$ cat src/rtl/input_fetch_loader.sv
// Streams INPUT_DEPTH words from external memory into the input buffer for the conv controller.
// Reads are issued in order with a bounded number in flight; responses are written one cycle later.
module input_fetch_loader #(
    parameter int INPUT_DEPTH     = 15488,
    parameter int BUS_BW          = 16,
    parameter int ADDR_BW         = 16,
    parameter int BUF_AW          = 14,
    parameter int BASE_ADDR       = 0,
    parameter int MAX_OUTSTANDING = 4
) (
    input  logic               clk,
    input  logic               reset,
    input  logic               start,
    output logic               busy,
    output logic               done,
    output logic               err,
    output logic               mem_req,
    input  logic               mem_gnt,
    output logic [ADDR_BW-1:0] mem_addr,
    input  logic               mem_rvalid,
    input  logic [BUS_BW-1:0]  mem_rdata,
    output logic               buf_we,
    output logic [BUF_AW-1:0]  buf_waddr,
    output logic [BUS_BW-1:0]  buf_wdata
);

    localparam int ISS_W = $clog2(INPUT_DEPTH + 1);
    localparam int OUT_W = $clog2(MAX_OUTSTANDING + 1);
    localparam logic [ISS_W-1:0]  DEPTH_C    = ISS_W'(INPUT_DEPTH);
    localparam logic [ISS_W-1:0]  LAST_ISSUE = ISS_W'(INPUT_DEPTH - 1);
    localparam logic [OUT_W-1:0]  MAX_OUT_C  = OUT_W'(MAX_OUTSTANDING);
    localparam logic [BUF_AW-1:0] LAST_IDX   = BUF_AW'(INPUT_DEPTH - 1);

    typedef enum logic [1:0] {IDLE, FETCH, DRAIN} state_t;

    state_t            state;
    state_t            next_state;
    logic [ISS_W-1:0]  issued;
    logic [OUT_W-1:0]  outstanding;
    logic [BUF_AW-1:0] received;
    logic              accept;
    logic              resp_ok;
    logic              start_ok;

    // A response is legal if something is in flight, including a read accepted this same cycle.
    assign accept   = mem_req && mem_gnt;
    assign resp_ok  = mem_rvalid && ((outstanding != '0) || accept);
    assign start_ok = (state == IDLE) && start;
    assign busy     = (state != IDLE);

    always_ff @(posedge clk or posedge reset) begin
        if (reset) begin
            state <= IDLE;
        end else begin
            state <= next_state;
        end
    end

    always_comb begin
        next_state = state;
        mem_req    = 1'b0;
        case (state)
            IDLE: begin
                if (start) begin
                    next_state = FETCH;
                end
            end
            FETCH: begin
                mem_req = (issued < DEPTH_C) && (outstanding < MAX_OUT_C);
                if (mem_req && mem_gnt && (issued == LAST_ISSUE)) begin
                    next_state = DRAIN;
                end
            end
            DRAIN: begin
                if (done) begin
                    next_state = IDLE;
                end
            end
            default: next_state = IDLE;
        endcase
    end

    // Request-side bookkeeping; a stray response sets err after any start clear so it is never lost.
    always_ff @(posedge clk or posedge reset) begin
        if (reset) begin
            issued      <= '0;
            outstanding <= '0;
            received    <= '0;
            mem_addr    <= '0;
            err         <= 1'b0;
        end else begin
            if (start_ok) begin
                issued   <= '0;
                received <= '0;
                mem_addr <= ADDR_BW'(BASE_ADDR);
                err      <= 1'b0;
            end
            if (accept) begin
                issued   <= issued + 1'b1;
                mem_addr <= mem_addr + 1'b1;
            end
            case ({accept, resp_ok})
                2'b10:   outstanding <= outstanding + 1'b1;
                2'b01:   outstanding <= outstanding - 1'b1;
                default: outstanding <= outstanding;
            endcase
            if (resp_ok) begin
                received <= (received == LAST_IDX) ? '0 : received + 1'b1;
            end
            if (mem_rvalid && !resp_ok) begin
                err <= 1'b1;
            end
        end
    end

    // Registered write port; done rides along with the write of the final index.
    always_ff @(posedge clk or posedge reset) begin
        if (reset) begin
            buf_we    <= 1'b0;
            buf_waddr <= '0;
            buf_wdata <= '0;
            done      <= 1'b0;
        end else begin
            buf_we <= resp_ok;
            done   <= resp_ok && (received == LAST_IDX);
            if (resp_ok) begin
                buf_waddr <= received;
                buf_wdata <= mem_rdata;
            end
        end
    end

endmodule

$ cat config.mk
export PLATFORM = sky130hd
export DESIGN_NAME = input_fetch_loader
export DESIGN_NICKNAME = d
export VERILOG_FILES = /design/src/rtl/input_fetch_loader.sv
export SDC_FILE = /design/constraint.sdc
export NUM_CORES = 1
export LEC_CHECK = 0
export ABC_AREA = 1
export CORE_UTILIZATION = 53
export DETAILED_ROUTE_END_ITERATION = 6
export GPL_ROUTABILITY_DRIVEN = 0
export PLACE_DENSITY_LB_ADDON = 0.25
export SLEW_MARGIN = 20
export SYNTH_ARGS = -nofsm -noshare
export SYNTH_HDL_FRONTEND = slang
export SYNTH_SLANG_ARGS = --single-unit
$ cat constraint.sdc
create_clock -name clk -period 3.05 [get_ports clk]
set_clock_uncertainty 0.05 [all_clocks]
set_input_delay 0.61 -clock clk [delete_from_list [all_inputs] [get_ports clk]]
set_output_delay 0.61 -clock clk [all_outputs]
set_load 0.005 [all_outputs]
==> reports/metrics.yaml <==
power:
  p_leak_nw: 2.36
  vdd_drop_max_mv: 0.429
  p_per_area_nw_per_um2: 724
grt:
  antenna_found_initial: 0
  grt_usage_pct: 24.1
  grt_first_pass_wirelength_mm: 16.2
  grt_max_degree: 58
  grt-ovfl-total: 0
  grt_pass1_vias: 3562
placement:
  io_buffers: 71
  pre_cts_ws_ns: 0.363
  dp_hpwl_mm: 6.42
  placedCellCount: 691
clock_tree:
  tritoncts: "yes"
  cts_resized: 0
  cts_setup_buffers: 0
  cts_buffer_depth: 2
  path_clk_slew_ns: 0.08
  numCtsBuffers: 9
  cts_sinks: 82
  clkLatencyLatePin_ns: 0.34
  ctsHoldBuffers: 0
  cts_root_buffer: "clkbuf_8"
  h-tree-depth: 3
layout:
  n_antenna_cell: 0
  layout_commonest_cell: "nand2_1"
  drive_gt1_share_pct: 6.63
  final_nets: 626
  layout_common_cells: "nand2_1 (184), dfrtp_1 (82), clkdlybuf4s50_1 (71)"
  area_growth_pct: 22.5
  layout.cells.non_filler: 705
floorplan:
  start_util_pct: 54.8
  die_x_microns: 91.1
  core-area_sq_um: 7690
  die_area_sq_um: 8300
  fp.dieH_microns: 91.1
  rows: 32
  io_pins: 72
yosys:
  ys_warn_count: 0
  synthArstFlopShare_pct: 100
  yosys.area.top_type_share_pct: 48.7
  ys_ff_latch: 82
  synth_top_cell_by_area: "dfrtp_1"
  syn_inst: 530
  syn-num-nets: 556
  synth_area_leaders: "dfrtp_1 (49%), nand2_1 (16%), nand3_1 (5.6%)"
  netlist_area_sq_um: 4210
  ys_seq_area_share_pct: 48.7
  synth_edf_count: 0
  yosysUniqueCellTypes: 33
  syn_avg_cell_area_sq_um: 7.94
  yosys_most_used_dff: "dfrtp_1"
drt:
  wl_per_cell_microns: 12.9
  wl_met1_mm: 4.18
  highest_layer: "met4"
  first_pass_iters: 4
  num_vias: 3674
  via_per_inst: 5.21
  wl_met2_mm: 4.35
  drt_iter0_markers: 236
  post-route-drc-count: 0
  wl_mm: 9.12
  wl_met3_microns: 485
  final_antenna_net_count: 0
timing:
  setup_tns_ns: 0
  hold_viol_final: 0
  slew_viol_final: 0
  fmaxAchievable_mhz: 406
  fin_crit_sh_pct: 80.8
  maxSlewHeadroom_pct: 61.7
  rsz0062_at_grt: "no"
  finalSetupViolCount: 0
  fin_ws_ns: 0.586
  worstMarginPinSlew_ns: 0.574
  period_needed_ns: 2.46
setup_path:
  cp.required_ns: 2.39
  end_kind: "primary output"
  critPathLaunchType: "flop"
  cp_slowest_cell: "clkdlybuf4s50_1"
  crit_fanout: 5
  crit_path_cell_trace: "nor2_1 > nand2_1 > nand2_1 > nand2_1 > nor2_1 > clkdlybuf4s50_1"
  slowest_delay_ns: 0.53
  cp.arrival_ns: 1.80
  worst-r2r-cell-count: 12
  worst_path_most_repeated_cell: "nand2_1"
  path_class: "flop to primary output"
worst_hold_path:
  holdPathStages: 2
  min_path_type: "flop to flop"
status:
  outcome: "finished clean"
run:
  drv_cap: 0
## report_power, final
part / total (W) / leakage, nW / internal (W) / switching, W
registers: 0.00162 / 1.08 / 0.00137 / 0.000251
logic: 0.00128 / 1.17 / 0.000609 / 0.000671
clock network: 0.000831 / 0.101 / 0.000452 / 0.000379
## metrics by stage
| step | instance area, sq um | util [%] | power (W) | hold WS [ns] |
|---|---|---|---|---|
| finish | 5160 | 67.1 | 0.00373 | 0.432 |
| global route | 5160 | 67.1 | 0.00400 | 0.453 |
| CTS | 5160 | 67.1 | 0.00376 | 0.435 |
| detailed placement | 4950 | 64.4 | 0.00292 | 0.415 |
| global placement | 4950 | 64.4 | 0.00286 | 0.412 |
| floorplan | 4210 | - | 0.00240 | 0.399 |
## routing by layer
| layer | vias to the layer above | GRT usage, % |
|---|---|---|
| met3 | 10 | 3.52 |
| met5 | - | 0 |
| met4 | 0 | 7.80 |
| met1 | 1718 | 33.4 |
| li1 | 1836 | - |
| met2 | 110 | 39.1 |
## critical path, delay by kind of cell (launching register included)
family | cells | cell delay [ns]
flops | 1 | 0.43
simple gates | 5 | 0.51
buf+inv | 1 | 0.53
## worst paths after layout
path                                     startpoint                         end  slack, ns
max                           issued[8]$_DFFE_PP0P_                     mem_req       0.59
min                        buf_waddr[3]$_DFFE_PP0P_    buf_waddr[3]$_DFFE_PP0P_       0.43
max reg2reg                  issued[11]$_DFFE_PP0P_  outstanding[2]$_DFFE_PP0P_       0.77
min reg2reg                buf_waddr[3]$_DFFE_PP0P_    buf_waddr[3]$_DFFE_PP0P_       0.43
max in group asynchronous                     reset    buf_wdata[5]$_DFFE_PP0P_       1.79
min in group asynchronous                     reset   buf_wdata[11]$_DFFE_PP0P_       0.53
## kinds of logic after synthesis
group	synth area share (%)
AO/OA/AOI/OAI	6.06
buffers and inverters	7.76
multiplexers	0.267
adder cells (fa/ha/maj)	1.66
flip-flops	48.7
AND/OR/NAND/NOR	32.0
XOR/XNOR	3.54
## cell type report
type / instances / area, sq um
well taps: 102 / 128
clock inverters: 5 / 81.3
repair buffers: 76 / 761
inverters: 47 / 180
fillers: 648 / 2530
flip-flops and latches: 82 / 2050
multi-input cells: 384 / 1830
clock buffers: 9 / 124
## Yosys cell counts, drive strengths merged (4+ instances only)
cell type	count
nor3	11
buf	16
ha	4
nand2	187
xor2	16
a21oi	4
o22ai	9
inv	47
nor2	55
dfrtp	82
o21ai	28
nand3	48
nand4	15
## registers in the layout, summed over array words and instances, names as in the netlist
name	cells
buf_waddr	14
buf_we	1
outstanding	3
mem_addr	16
done	1
err	1
buf_wdata	16
issued	14
state	2
received	14
Power figures use the tool's default switching activity.
